File: config.mk
export PLATFORM = sky130hd
export DESIGN_NAME = axi_burst_reader
export DESIGN_NICKNAME = d
export VERILOG_FILES = /design/src/rtl/axi_burst_reader.sv
export SDC_FILE = /design/constraint.sdc
export NUM_CORES = 1
export LEC_CHECK = 0
export ABC_AREA = 1
export CAP_MARGIN = 25
export CORE_AREA = 2 2 284 286
export DETAILED_ROUTE_END_ITERATION = 16
export DIE_AREA = 0 0 286 288
export PLACE_DENSITY = 0.46
export SLEW_MARGIN = 20
export SYNTH_ARGS = -nofsm -noshare
export SYNTH_HDL_FRONTEND = slang
export SYNTH_SLANG_ARGS = --single-unit
File: constraint.sdc
create_clock -name axi_aclk -period 2.4 [get_ports axi_aclk]
set_input_delay 0.24 -clock axi_aclk [delete_from_list [all_inputs] [get_ports axi_aclk]]
set_output_delay 0.24 -clock axi_aclk [all_outputs]
set_load 0.02 [all_outputs]
File: src/rtl/axi_burst_reader.sv
// AXI4 read master that streams a memory buffer out on AXIS in fixed-length
// bursts, either as a single pass or as a circular re-read until stopped.
module axi_burst_reader #(
  parameter int DATA_W    = 256,
  parameter int ADDR_W    = 32,
  parameter int BURST_LEN = 16,
  parameter int MAX_OUTST = 4
) (
  input  logic                axi_aclk,
  input  logic                axi_rstb,
  input  logic                start,
  input  logic                stop,
  input  logic                loop_mode,
  input  logic [ADDR_W-1:0]   base_addr,
  input  logic [31:0]         cap_size,
  output logic [ADDR_W-1:0]   axi_araddr,
  output logic [7:0]          axi_arlen,
  output logic [2:0]          axi_arsize,
  output logic [1:0]          axi_arburst,
  output logic [3:0]          axi_arcache,
  output logic [2:0]          axi_arprot,
  output logic [3:0]          axi_arid,
  output logic                axi_arvalid,
  input  logic                axi_arready,
  input  logic [DATA_W-1:0]   axi_rdata,
  input  logic [1:0]          axi_rresp,
  input  logic                axi_rlast,
  input  logic                axi_rvalid,
  output logic                axi_rready,
  output logic [DATA_W-1:0]   axis_tdata,
  output logic [DATA_W/8-1:0] axis_tkeep,
  output logic                axis_tlast,
  output logic                axis_tvalid,
  input  logic                axis_tready,
  output logic                busy,
  output logic                done,
  output logic                cfg_err,
  output logic                rd_err,
  output logic [ADDR_W-1:0]   current_addr,
  output logic [7:0]          loop_count
);
  localparam int BB     = BURST_LEN * DATA_W / 8;
  localparam int LOG_BB = $clog2(BB);
  localparam logic [ADDR_W-1:0] BB_A  = ADDR_W'(BB);
  localparam logic [ADDR_W-1:0] AMASK = ~ADDR_W'(BB - 1);
  localparam logic [3:0]        MAX_O = 4'(MAX_OUTST);

  typedef enum logic [1:0] {S_IDLE, S_ISSUE, S_DRAIN} state_t;

  state_t            state_q, state_d;
  logic              arvalid_q, arvalid_d;
  logic [ADDR_W-1:0] araddr_q, araddr_d;
  logic [ADDR_W-1:0] base_q, base_d;
  logic [31:0]       nb_q, nb_d;
  logic              loop_q, loop_d;
  logic [31:0]       iss_idx_q, iss_idx_d;
  logic [31:0]       rx_idx_q, rx_idx_d;
  logic [3:0]        outst_q, outst_d;
  logic              busy_q, busy_d;
  logic              done_q, done_d;
  logic              cfg_err_q, cfg_err_d;
  logic              rd_err_q, rd_err_d;
  logic [ADDR_W-1:0] cur_addr_q, cur_addr_d;
  logic [7:0]        loop_cnt_q, loop_cnt_d;

  logic        ar_hs, r_hs, r_last_hs, last_iss, tlast;
  logic [31:0] nb_in;

  assign ar_hs     = arvalid_q & axi_arready;
  assign r_hs      = axi_rvalid & axis_tready;
  assign r_last_hs = r_hs & axi_rlast;
  assign last_iss  = (iss_idx_q == nb_q - 32'd1);
  assign nb_in     = cap_size >> LOG_BB;
  // Only the final beat of the final burst in a pass carries tlast.
  assign tlast     = axi_rlast & (rx_idx_q == nb_q - 32'd1);

  always_comb begin
    state_d    = state_q;
    arvalid_d  = arvalid_q;
    araddr_d   = araddr_q;
    base_d     = base_q;
    nb_d       = nb_q;
    loop_d     = loop_q;
    iss_idx_d  = iss_idx_q;
    rx_idx_d   = rx_idx_q;
    outst_d    = outst_q;
    done_d     = 1'b0;
    cfg_err_d  = 1'b0;
    rd_err_d   = rd_err_q;
    cur_addr_d = cur_addr_q;
    loop_cnt_d = loop_cnt_q;

    if (ar_hs && !(r_last_hs && outst_q != 4'd0)) outst_d = outst_q + 4'd1;
    else if (!ar_hs && r_last_hs && outst_q != 4'd0) outst_d = outst_q - 4'd1;
    if (ar_hs) cur_addr_d = araddr_q;
    if (r_last_hs) rx_idx_d = (rx_idx_q == nb_q - 32'd1) ? 32'd0 : rx_idx_q + 32'd1;
    if (r_hs && tlast) loop_cnt_d = loop_cnt_q + 8'd1;
    if (r_hs && axi_rresp != 2'b00) rd_err_d = 1'b1;

    case (state_q)
      S_IDLE: begin
        if (start && !stop) begin
          if (nb_in == 32'd0) cfg_err_d = 1'b1;
          else begin
            state_d   = S_ISSUE;
            base_d    = base_addr & AMASK;
            araddr_d  = base_addr & AMASK;
            nb_d      = nb_in;
            loop_d    = loop_mode;
            iss_idx_d = 32'd0;
            rx_idx_d  = 32'd0;
            rd_err_d  = 1'b0;
            arvalid_d = 1'b1;
          end
        end
      end
      S_ISSUE: begin
        if (ar_hs) begin
          iss_idx_d = last_iss ? 32'd0 : iss_idx_q + 32'd1;
          araddr_d  = last_iss ? base_q : araddr_q + BB_A;
        end
        // A pending AR survives stop; no new one is raised afterwards.
        if (stop || (ar_hs && last_iss && !loop_q)) begin
          state_d   = S_DRAIN;
          arvalid_d = arvalid_q & ~axi_arready;
        end else if (ar_hs || !arvalid_q) begin
          arvalid_d = (outst_d < MAX_O);
        end
      end
      S_DRAIN: begin
        if (ar_hs) arvalid_d = 1'b0;
        if (!arvalid_q && outst_q == 4'd0) begin
          state_d = S_IDLE;
          done_d  = 1'b1;
        end
      end
      default: state_d = S_IDLE;
    endcase
  end

  assign busy_d = (state_d != S_IDLE);

  always_ff @(posedge axi_aclk or negedge axi_rstb) begin
    if (!axi_rstb) begin
      state_q    <= S_IDLE;
      arvalid_q  <= 1'b0;
      araddr_q   <= '0;
      base_q     <= '0;
      nb_q       <= '0;
      loop_q     <= 1'b0;
      iss_idx_q  <= '0;
      rx_idx_q   <= '0;
      outst_q    <= '0;
      busy_q     <= 1'b0;
      done_q     <= 1'b0;
      cfg_err_q  <= 1'b0;
      rd_err_q   <= 1'b0;
      cur_addr_q <= '0;
      loop_cnt_q <= '0;
    end else begin
      state_q    <= state_d;
      arvalid_q  <= arvalid_d;
      araddr_q   <= araddr_d;
      base_q     <= base_d;
      nb_q       <= nb_d;
      loop_q     <= loop_d;
      iss_idx_q  <= iss_idx_d;
      rx_idx_q   <= rx_idx_d;
      outst_q    <= outst_d;
      busy_q     <= busy_d;
      done_q     <= done_d;
      cfg_err_q  <= cfg_err_d;
      rd_err_q   <= rd_err_d;
      cur_addr_q <= cur_addr_d;
      loop_cnt_q <= loop_cnt_d;
    end
  end

  assign axi_araddr   = araddr_q;
  assign axi_arlen    = 8'(BURST_LEN - 1);
  assign axi_arsize   = 3'($clog2(DATA_W / 8));
  assign axi_arburst  = 2'b01;
  assign axi_arcache  = 4'b0011;
  assign axi_arprot   = 3'b000;
  assign axi_arid     = 4'b0000;
  assign axi_arvalid  = arvalid_q;
  // Straight pass-through; tvalid is forced low while reset is held.
  assign axi_rready   = axis_tready;
  assign axis_tdata   = axi_rdata;
  assign axis_tkeep   = '1;
  assign axis_tlast   = tlast;
  assign axis_tvalid  = axi_rvalid & axi_rstb;
  assign busy         = busy_q;
  assign done         = done_q;
  assign cfg_err      = cfg_err_q;
  assign rd_err       = rd_err_q;
  assign current_addr = cur_addr_q;
  assign loop_count   = loop_cnt_q;
endmodule
==> results of run 1 <==
[routing by layer]
metal | part of all wire | up-vias | routed length, um
met5 | 0.0044 | - | 211
met4 | 0.030 | 12 | 1450
met1 | 0.42 | 5455 | 20200
met3 | 0.095 | 108 | 4580
met2 | 0.45 | 480 | 21700
li1 | - | 5802 | -
[how the worst min path moves through the flow]
stage / slack [ps] / to / start / cells past startpoint
after CTS: 170 / nb_q[21]$_DFFE_PN0P_ / axi_rstb / 2
after floorplan: -60 / axi_araddr[10]$_DFFE_PN0P_ / axi_rstb / 0
final: 190 / nb_q[21]$_DFFE_PN0P_ / axi_rstb / 2
after detailed placement: 140 / nb_q[21]$_DFFE_PN0P_ / axi_rstb / 1
after global placement: 140 / nb_q[21]$_DFFE_PN0P_ / axi_rstb / 1
after global routing: 200 / nb_q[21]$_DFFE_PN0P_ / axi_rstb / 2
[cell usage after synthesis (all sizes together)]
master         n
xnor2          7
o221ai         1
a31oi          4
nand2        418
xor2          65
a21oi         63
nor3b          3
nand4         46
dfrtp        176
nor4b          1
nor4          14
a21boi         1
o2111ai        2
clkbuf        22
dlygate4sd1    3
clkinv         3
ha             7
conb           2
o21a           1
nor3          54
o32ai         20
a22oi          1
o211ai        16
a22o           1
o21ai         77
or2            4
nand3b         4
inv          186
buf          348
and3           2
nor2         160
o31ai          3
nand3        125
o22ai          4
[cells by family after synthesis]
logic type,count (synthesis),share of synthesized area
compound gates,194,0.0836
xor+xnor,72,0.0479
fa+ha+maj,7,0.00650
buf+inv,562,0.255
flops,176,0.327
other cells,2,0.000557
simple gates,831,0.280
[worst max-delay path: cells and delay by family, from the launching register on]
family	cells	cell delay [ps]
simple gates	11	1270
xor+xnor	1	160
flops	1	400
buf+inv	3	390
[stage by stage]
| stage | worst slack (ps) | util | power, mW | area, sq um |
|---|---|---|---|---|
| after global routing | -769 | 0.214 | 17.2 | 17100 |
| final | -572 | 0.214 | 15.9 | 17100 |
| after CTS | -630 | 0.209 | 15.9 | 16600 |
| after global placement | -725 | 0.197 | 12.5 | 15700 |
| after floorplan | 20.6 | - | 9.22 | 13700 |
| after detailed placement | -717 | 0.197 | 12.5 | 15700 |
[final cells by class]
cell class | instances | area (sq um) | share of cell area
clock buffer | 20 | 467 | 0.0273
clock inverter | 12 | 119 | 0.00697
inverter | 189 | 717 | 0.0420
multi-input combinational | 1179 | 6370 | 0.373
sequential | 176 | 4410 | 0.258
tap | 1060 | 1330 | 0.0777
timing repair buffer | 404 | 3660 | 0.214
[flip-flops by register name, summed over array words and instances, names as in the netlist]
register	count
cfg_err	1
loop_q	1
iss_idx_q	32
rd_err	1
axi_arvalid	1
base_q	23
busy	1
outst_q	4
done	1
state_q	2
loop_count	8
nb_q	23
axi_araddr	23
rx_idx_q	32
current_addr	23
[timing repair]
item	in CTS	in global routing
buffers inserted	12	9
hold endpoints to repair	16	0
pin swaps	18	31
resized for setup	62	75
hold buffers	1	0
endpoints found under the setup margin	100	100
cloned	3	2
[report_power, final]
group / internal, mW / leakage [nW] / switching, mW
sequential: 3.83 / 2.25 / 0.787
clock: 1.45 / 0.280 / 1.44
combinational: 3.81 / 5.16 / 4.62
==> flow_metrics.env, run 1 <==
export IMPL_syn_to_final_growth_pct=26.7
export IMPL_final_common_cell="nand2_1"
export IMPL_layout_common_cells="nand2_1 (383), buf_4 (252), inv_1 (176), dfrtp_1 (175), nor2_1 (123)"
export IMPL_initial_core_util=0.169
export IMPL_hpwl_um=36900
export IMPL_drv_cap=0
export IMPL_setup_ws_ps=-572
export IMPL_synth_cells=1844
export IMPL_n_antenna_cell=0
export IMPL_clock_skew_final_ps=22.8
export IMPL_met3_usage=0.0504
export IMPL_required_ps=2160
export IMPL_cts_tree="yes"
export IMPL_overflow=0
export IMPL_synth_seq_area_share=0.327
export IMPL_grt_max_degree=125
export IMPL_pin_count=723
export IMPL_vdd_ir_drop_max_mv=0.614
export IMPL_p_per_area_mw_per_mm2=934
export IMPL_root_buffer="clkbuf_16"
export IMPL_finalHoldViolations=0
export IMPL_fin_cells=3040
export IMPL_fmax_mhz=336
export IMPL_dp_cells=2985
export IMPL_cts_sinks=176
export IMPL_yosysTopAreaCell="dfrtp_1"
export IMPL_yosys_register_bits=176
export IMPL_synth_cell_types=50
export IMPL_h_tree_depth=4
export IMPL_met2_usage=0.180
export IMPL_fin_setup_tns_ps=-28000
export IMPL_drc_errors=0
export IMPL_ant_nets=0
export IMPL_fp_dieW_um=286
export IMPL_die_area_sq_mm=0.0824
export IMPL_wirelength_um=48200
export IMPL_power_leakage_nw=7.69
export IMPL_track_usage=0.115
export IMPL_r2r_worst_path_cells=19
export IMPL_dr_pass1_iters=5
export IMPL_core_area_sq_mm=0.0796
export IMPL_slew_headroom=0.386
export IMPL_first_iter_violations=556
export IMPL_drv_slew=0
export IMPL_ys_warn_count=0
export IMPL_hold_slack_ps=187
export IMPL_clock_latency_ps=500
export IMPL_cp_start_kind="register"
export IMPL_clk_pin_slew_ps=80
export IMPL_clockBufferDepth=2
export IMPL_crit_end="axis_tlast"
export IMPL_critical_path_cell_chain="buf_6 > nor2_4 > nand2_4 > nor2_4 > buf_6 > nand3_4 > nand2_2 > xor2_2 > nand2_1 > nor2_1 > nand4_1 > nor2_2 > nand2_2 > nor2_4 > buf_6"
export IMPL_rows=104
export IMPL_fill_cells=8972
export IMPL_final_setup_viol_count=100
export IMPL_failed_checks="negative setup slack"
export IMPL_netlist_top_cells_area="dfrtp_1 (33%), buf_4 (19%), nand2_1 (11%)"
export IMPL_numPortBuffers=118
export IMPL_critPathMaxStageDelay_ps=400
export IMPL_grt_use_met1=0.137
export IMPL_holdCritPathClass="in2async"
export IMPL_tightestPinTransition_ps=920
export IMPL_drive_gt1_frac=0.235
export IMPL_drt_vias_per_instance=3.90
export IMPL_die_height_um=288
export IMPL_outcome="complete, but fails checks"
export IMPL_fin_nets=2305
export IMPL_cts_buffers=17
export IMPL_syn_cell_area_sq_mm=0.0135
export IMPL_r2r_end="axi_araddr[9]$_DFFE_PN0P_"
export IMPL_min_period_ps=2970
export IMPL_r2r_setup_slack_ps=-370
export IMPL_avgSynthCellArea_sq_um=7.31
export IMPL_vias=11900
export IMPL_path_max_fanout=5
export IMPL_busiest_layer="met2"
export IMPL_worstReg2RegStart="nb_q[1]$_DFFE_PN0P_"
export IMPL_cpMaxStageDelayCell="dfrtp_1"
export IMPL_worstPathArrival_ps=2730
export IMPL_grt_antenna_before_repair=4
export IMPL_crit_type="reg2out"
export IMPL_fin_crit_sh=1.24
export IMPL_gp_congestion=0.868
export IMPL_synth_top_area_share=0.327
export IMPL_crit_start="nb_q[1]$_DFFE_PN0P_"
export IMPL_grt_pass1_wl_um=71300
export IMPL_grt_setup_unrepaired="true"
export IMPL_cp_end_kind="output port"
export IMPL_avgRoutedWirePerCell_um=15.8
export IMPL_grt_pass1_vias=11800
Note: power is estimated with default switching activity, not from simulation.
==> inputs of run 2 (changes only) <==
--- a/config.mk
+++ b/config.mk
@@ -5,12 +5,12 @@
 export SDC_FILE = /design/constraint.sdc
 export NUM_CORES = 1
 export LEC_CHECK = 0
-export ABC_AREA = 1
 export CAP_MARGIN = 25
-export CORE_AREA = 2 2 284 286
+export CORE_AREA = 2 2 279 281
 export DETAILED_ROUTE_END_ITERATION = 16
-export DIE_AREA = 0 0 286 288
+export DIE_AREA = 0 0 281 283
 export PLACE_DENSITY = 0.46
+export REMOVE_ABC_BUFFERS = 1
 export SLEW_MARGIN = 20
 export SYNTH_ARGS = -nofsm -noshare
 export SYNTH_HDL_FRONTEND = slang
==> flow_metrics.env, run 2 <==
export IMPL_yosys_most_used_dff="dfrtp_1"
export IMPL_p_per_area_mw_per_mm2=957
export IMPL_r2r_setup_slack_ps=-1180
export IMPL_avgRoutedWirePerCell_um=42.7
export IMPL_ys_top_cells_by_count="buf_4 (331), nand2_1 (227), dfrtp_1 (176)"
export IMPL_setup_ws_ps=-1180
export IMPL_overflow=0
export IMPL_outcome="complete, but fails checks"
export IMPL_numPortBuffers=118
export IMPL_tightestPinTransition_ps=838
export IMPL_fp_dieW_um=281
export IMPL_core_area_sq_mm=0.0767
export IMPL_grt_max_degree=146
export IMPL_die_area_sq_mm=0.0795
export IMPL_initial_core_util=0.166
export IMPL_drv_slew=0
export IMPL_gp_congestion=1.13
export IMPL_fin_crit_sh=1.49
export IMPL_die_height_um=283
export IMPL_drc_errors=0
export IMPL_clockBufferDepth=2
export IMPL_layout_common_cells="buf_4 (269), nand2_1 (225), dfrtp_1 (175), clkdlybuf4s50_1 (116), nor2_1 (82)"
export IMPL_async_flop_share=1.00
export IMPL_track_usage=0.278
export IMPL_drt_vias_per_instance=4.19
export IMPL_yosysTopAreaCell="dfrtp_1"
export IMPL_rows=102
export IMPL_drive_gt1_frac=0.293
export IMPL_synth_cells=1462
export IMPL_pin_count=723
export IMPL_dr_pass1_iters=4
export IMPL_ant_nets=0
export IMPL_holdCritPathClass="in2reg"
export IMPL_power_leakage_nw=7.01
export IMPL_r2r_end="axi_araddr[30]$_DFFE_PN0P_"
export IMPL_syn_cell_area_sq_mm=0.0127
export IMPL_cp_end_kind="register"
export IMPL_cts_buffers=17
export IMPL_cp_start_kind="register"
export IMPL_worstReg2RegStart="nb_q[15]$_DFFE_PN0P_"
export IMPL_fmax_mhz=279
export IMPL_hold_slack_ps=301
export IMPL_fin_setup_tns_ps=-98320
export IMPL_dp_slack_ps=-1450
export IMPL_synth_most_common_cell="buf_4"
export IMPL_clock_latency_ps=490
export IMPL_root_buffer="clkbuf_16"
export IMPL_wirelength_um=113000
export IMPL_h_tree_depth=4
export IMPL_fin_nets=1920
export IMPL_min_path_cells=3
export IMPL_required_ps=2760
export IMPL_slew_headroom=0.442
export IMPL_syn_to_final_growth_pct=29.2
export IMPL_final_common_cell="buf_4"
export IMPL_grt_setup_unrepaired="true"
export IMPL_path_max_fanout=7
export IMPL_grt_pass1_vias=10600
export IMPL_cts_tree="yes"
export IMPL_avgSynthCellArea_sq_um=8.69
export IMPL_dpl_instance_area_sq_mm=0.0149
export IMPL_grt_pass1_wl_um=137000
export IMPL_synth_edf_count=0
export IMPL_crit_end="axi_araddr[30]$_DFFE_PN0P_"
export IMPL_synth_cell_types=74
export IMPL_grt_antenna_before_repair=5
export IMPL_yosys_register_bits=176
export IMPL_crit_type="reg2reg"
export IMPL_hpwl_um=101000
export IMPL_cts_sinks=176
export IMPL_top_regs="iss_idx_q: 32 flops, rx_idx_q: 32 flops"
export IMPL_fin_cells=2636
export IMPL_synth_top_area_share=0.347
export IMPL_crit_start="nb_q[15]$_DFFE_PN0P_"
export IMPL_vias=11000
export IMPL_utilization=0.214
export IMPL_first_iter_violations=735
export IMPL_failed_checks="negative setup slack"
export IMPL_finalPower_mw=15.7
export IMPL_ys_warn_count=0
export IMPL_r2r_worst_path_cells=14
export IMPL_post_route_cell_area_sq_mm=0.0164
export IMPL_worstPathArrival_ps=3940
export IMPL_min_period_ps=3580
export IMPL_clock_skew_final_ps=16.8
export IMPL_clk_pin_slew_ps=80
export IMPL_vdd_ir_drop_max_mv=0.696
export IMPL_synth_seq_area_share=0.347
export IMPL_finalHoldViolations=0
export IMPL_dp_cells=2567
export IMPL_netlist_top_cells_area="dfrtp_1 (35%), buf_4 (20%), nand2_1 (6.7%)"
export IMPL_drv_cap=0
export IMPL_final_setup_viol_count=99
run 2: cell count changes in the layout (fill, tap and decap cells not counted), sizes merged, moves of 25 or more:
| cell | before | now |
|---|---|---|
| nor2 | 161 | 109 |
| a21oi | 63 | 11 |
| inv | 192 | 26 |
| nor3 | 54 | 25 |
| mux2 | 0 | 25 |
| mux2i | 0 | 27 |
| o21ai | 77 | 24 |
| nand3 | 125 | 44 |
| xnor2 | 7 | 78 |
| nand2 | 418 | 227 |
run 2: routing by layer:
metal / track usage / vias up / wire length [um]
li1: - / 4735 / -
met1: 0.170 / 5177 / 23800
met2: 0.460 / 1040 / 53100
met3: 0.386 / 70 / 33600
met4: 0.0422 / 20 / 1350
met5: 0.0611 / - / 737
run 2: report_power, final:
group / switching [mW] / internal [mW]
sequential: 0.777 / 3.82
combinational: 4.17 / 4.07
clock: 1.47 / 1.41
run 2: logic make-up (layout without fill, tap and decap cells):
logic type	count (synthesis)	count (layout)	synth area share
AOI/OAI and AO/OA	116	116	0.0640
xor gates and xnor gates	142	142	0.100
adders and majority gates	7	7	0.00689
buffers and inverters	411	472	0.222
DFF	176	176	0.347
muxes	52	52	0.0434
other	2	75	0.000591
and+or+nand+nor	556	556	0.216
run 2: layout make-up:
cell class	instances	area, sq um
fill	8463	60300
multi-input combinational	947	6290
sequential	176	4410
timing repair buffer	419	3750
tap	1040	1300
clock buffer	18	439
clock inverter	14	148
inverter	21	78.8
antenna	1	2.50
run 2: repair_timing:
| action | 4_1_cts | 5_1_grt |
|---|---|---|
| buffers inserted | 27 | 9 |
| resized for setup | 107 | 47 |
| pin swaps | 49 | 43 |
| gates cloned | 5 | 1 |
| endpoints found under the hold margin | 31 | 0 |
| hold buffers | 1 | 0 |
| setup endpoints to repair | 101 | 133 |
run 2: worst min-delay path by stage:
stage                                         endpoint           from  slack [ps]
after global placement    current_addr[22]$_DFFE_PN0P_       axi_rstb         410
after CTS                       base_q[24]$_DFFE_PN0P_  base_addr[24]         250
after detailed placement  current_addr[21]$_DFFE_PN0P_       axi_rstb         410
final                           base_q[24]$_DFFE_PN0P_  base_addr[24]         300
after global routing            base_q[19]$_DFFE_PN0P_  base_addr[19]         300
after floorplan             axi_araddr[10]$_DFFE_PN0P_       axi_rstb         -60
run 2: critical path, cell delays in order, from the launching register on:
cell      delay [ps]
dfrtp_1          390
or4_4            550
buf_6            150
nor4_4           310
nand3_4          130
buf_12           150
nor3_4           100
o21ai_1           90
or4b_4           610
nor3_4           260
buf_12           150
buf_12           110
buf_12           130
mux2i_1          200
o211ai_1         130
==> inputs of run 3 (changes only) <==
--- a/config.mk
+++ b/config.mk
@@ -6,10 +6,11 @@
 export NUM_CORES = 1
 export LEC_CHECK = 0
 export CAP_MARGIN = 25
-export CORE_AREA = 2 2 279 281
+export CORE_AREA = 2 2 285 287
+export CTS_BUF_LIST = sky130_fd_sc_hd__clkbuf_16
 export DETAILED_ROUTE_END_ITERATION = 16
-export DIE_AREA = 0 0 281 283
-export PLACE_DENSITY = 0.46
+export DIE_AREA = 0 0 287 289
+export PLACE_DENSITY = 0.43
 export REMOVE_ABC_BUFFERS = 1
 export SLEW_MARGIN = 20
 export SYNTH_ARGS = -nofsm -noshare
==> constraint.sdc (replaced) <==
create_clock -name axi_aclk -period 3.4 [get_ports axi_aclk]
set_input_delay 0.34 -clock axi_aclk [delete_from_list [all_inputs] [get_ports axi_aclk]]
set_output_delay 0.34 -clock axi_aclk [all_outputs]
set_load 0.02 [all_outputs]
==> flow_metrics.env, run 3 (synthesized netlist as in run 2, its figures left out) <==
export IMPL_grt_pass1_vias=9872
export IMPL_crit_type="reg2reg"
export IMPL_dr_pass1_iters=5
export IMPL_drc_errors=0
export IMPL_pin_count=723
export IMPL_crit_start="nb_q[15]$_DFFE_PN0P_"
export IMPL_utilization=0.191
export IMPL_drt_vias_per_instance=4.18
export IMPL_rows=104
export IMPL_root_buffer="clkbuf_16"
export IMPL_power_leakage_nw=6.27
export IMPL_final_setup_viol_count=45
export IMPL_fin_crit_sh=1.03
export IMPL_hold_slack_ps=346
export IMPL_clock_latency_ps=490
export IMPL_slew_headroom=0.422
export IMPL_hpwl_um=101000
export IMPL_clockBufferDepth=2
export IMPL_wirelength_um=112000
export IMPL_failed_checks="negative setup slack"
export IMPL_tightestPinTransition_ps=866
export IMPL_drive_gt1_frac=0.219
export IMPL_cts_tree="yes"
export IMPL_initial_core_util=0.159
export IMPL_r2r_worst_path_cells=12
export IMPL_clock_skew_final_ps=18.6
export IMPL_fin_setup_tns_ps=-3290
export IMPL_fmax_mhz=284
export IMPL_worstReg2RegStart="nb_q[15]$_DFFE_PN0P_"
export IMPL_dp_slack_ps=-479
export IMPL_outcome="complete, but fails checks"
export IMPL_vias=10500
export IMPL_overflow=0
export IMPL_r2r_end="axi_araddr[27]$_DFFE_PN0P_"
export IMPL_fin_nets=1780
export IMPL_die_height_um=289
export IMPL_required_ps=3750
export IMPL_critical_path_cell_chain="or4_4 > or3_4 > nor3_4 > xnor2_2 > buf_4 > o21ai_2 > or4b_4 > nor3_4 > buf_12 > buf_12 > mux2i_2 > o211ai_1"
export IMPL_holdCritPathClass="in2async"
export IMPL_path_max_fanout=7
export IMPL_numPortBuffers=118
export IMPL_grt_antenna_before_repair=10
export IMPL_finalHoldViolations=0
export IMPL_finalPower_mw=10.8
export IMPL_clk_pin_slew_ps=70
export IMPL_gp_congestion=1.12
export IMPL_drv_cap=0
export IMPL_multi_input_area_sq_mm=0.00625
export IMPL_p_per_area_mw_per_mm2=704
export IMPL_track_usage=0.264
export IMPL_cpMaxStageDelayCell="or4b_4"
export IMPL_layout_common_cells="nand2_1 (227), dfrtp_1 (172), buf_4 (136), clkdlybuf4s50_1 (116), nor2_1 (85)"
export IMPL_vdd_ir_drop_max_mv=0.435
export IMPL_h_tree_depth=4
export IMPL_drv_slew=0
export IMPL_die_area_sq_mm=0.0829
export IMPL_syn_to_final_growth_pct=20.3
export IMPL_core_area_sq_mm=0.0799
export IMPL_worstPathArrival_ps=3870
export IMPL_r2r_setup_slack_ps=-120
export IMPL_fill_cells=9015
export IMPL_fp_dieW_um=287
export IMPL_grt_max_degree=111
export IMPL_cts_buffers=17
export IMPL_cts_sinks=176
export IMPL_min_period_ps=3520
export IMPL_final_common_cell="nand2_1"
export IMPL_cp_start_kind="register"
export IMPL_ant_nets=0
export IMPL_grt_pass1_wl_um=133000
export IMPL_top_regs="iss_idx_q: 32 flops, rx_idx_q: 32 flops"
export IMPL_avgRoutedWirePerCell_um=44.6
export IMPL_cp_end_kind="register"
export IMPL_setup_ws_ps=-118
export IMPL_seq_area_sq_mm=0.00441
export IMPL_grt_setup_unrepaired="true"
export IMPL_first_iter_violations=749
export IMPL_critPathMaxStageDelay_ps=590
==> run 3: cell types whose count changed in the layout (fill, tap and decap cells not counted), sizes merged <==
| cell | previous run | this run |
|---|---|---|
| diode | 1 | 3 |
| buf | 300 | 159 |
| inv | 26 | 29 |
| clkinv | 8 | 5 |
| bufinv | 0 | 1 |
==> run 3: worst max-delay path by stage <==
stage	end	slack [ps]	cells after the start
floorplan	iss_idx_q[10]$_DFFE_PN0P_	-1180	9
global placement	axis_tlast	-500	13
detailed placement	axis_tlast	-480	13
CTS	axis_tlast	-140	12
global route	axis_tlast	-280	13
finish	axi_araddr[27]$_DFFE_PN0P_	-120	12
==> run 3: per-layer routing <==
layer	vias up	GRT usage	part of all wire
met5	-	0.0875	0.0099
met4	22	0.0366	0.0099
met3	63	0.395	0.32
met2	1090	0.432	0.46
met1	4883	0.148	0.20
li1	4466	-	-
==> run 3: cell type report <==
class                      count  area share
timing repair buffer         279       0.172
inverter                      21     0.00516
sequential                   176       0.288
clock inverter                15      0.0112
clock buffer                  17      0.0278
antenna                        3    0.000491
multi-input combinational    947       0.409
tap                         1060      0.0867
==> run 3: critical path: cells and delay by family, from the launching register on <==
family | cells | cell delay (ps)
mux | 1 | 200
xor+xnor | 1 | 180
simple gates | 5 | 1940
compound gates | 2 | 160
flops | 1 | 390
buf+inv | 3 | 500
==> run 3: metrics by stage <==
| step | area (sq um) | instances |
|---|---|---|
| 5_1_grt | 15300 | 2517 |
| 4_1_cts | 14900 | 2505 |
| 6_report | 15300 | 2518 |
| 3_5_place_dp | 14000 | 2463 |
| 2_1_floorplan | 10200 | 1144 |
| 3_3_place_gp | 14000 | 2463 |
==> run 3: repair_timing <==
item / 4_1_cts / 5_1_grt
endpoints found under the setup margin: 96 / 95
pin swaps: 32 / 34
cloned: 1 / 3
buffers inserted: 10 / 9
gates resized for setup: 63 / 68
endpoints found under the hold margin: 11 / 0
hold buffers: 1 / 0
==> run 3: where the power goes <==
part	switching (mW)	internal [mW]	total, mW
registers	0.673	2.70	3.37
logic	2.76	2.56	5.33
clock network	1.02	1.05	2.07
total	4.46	6.30	10.8
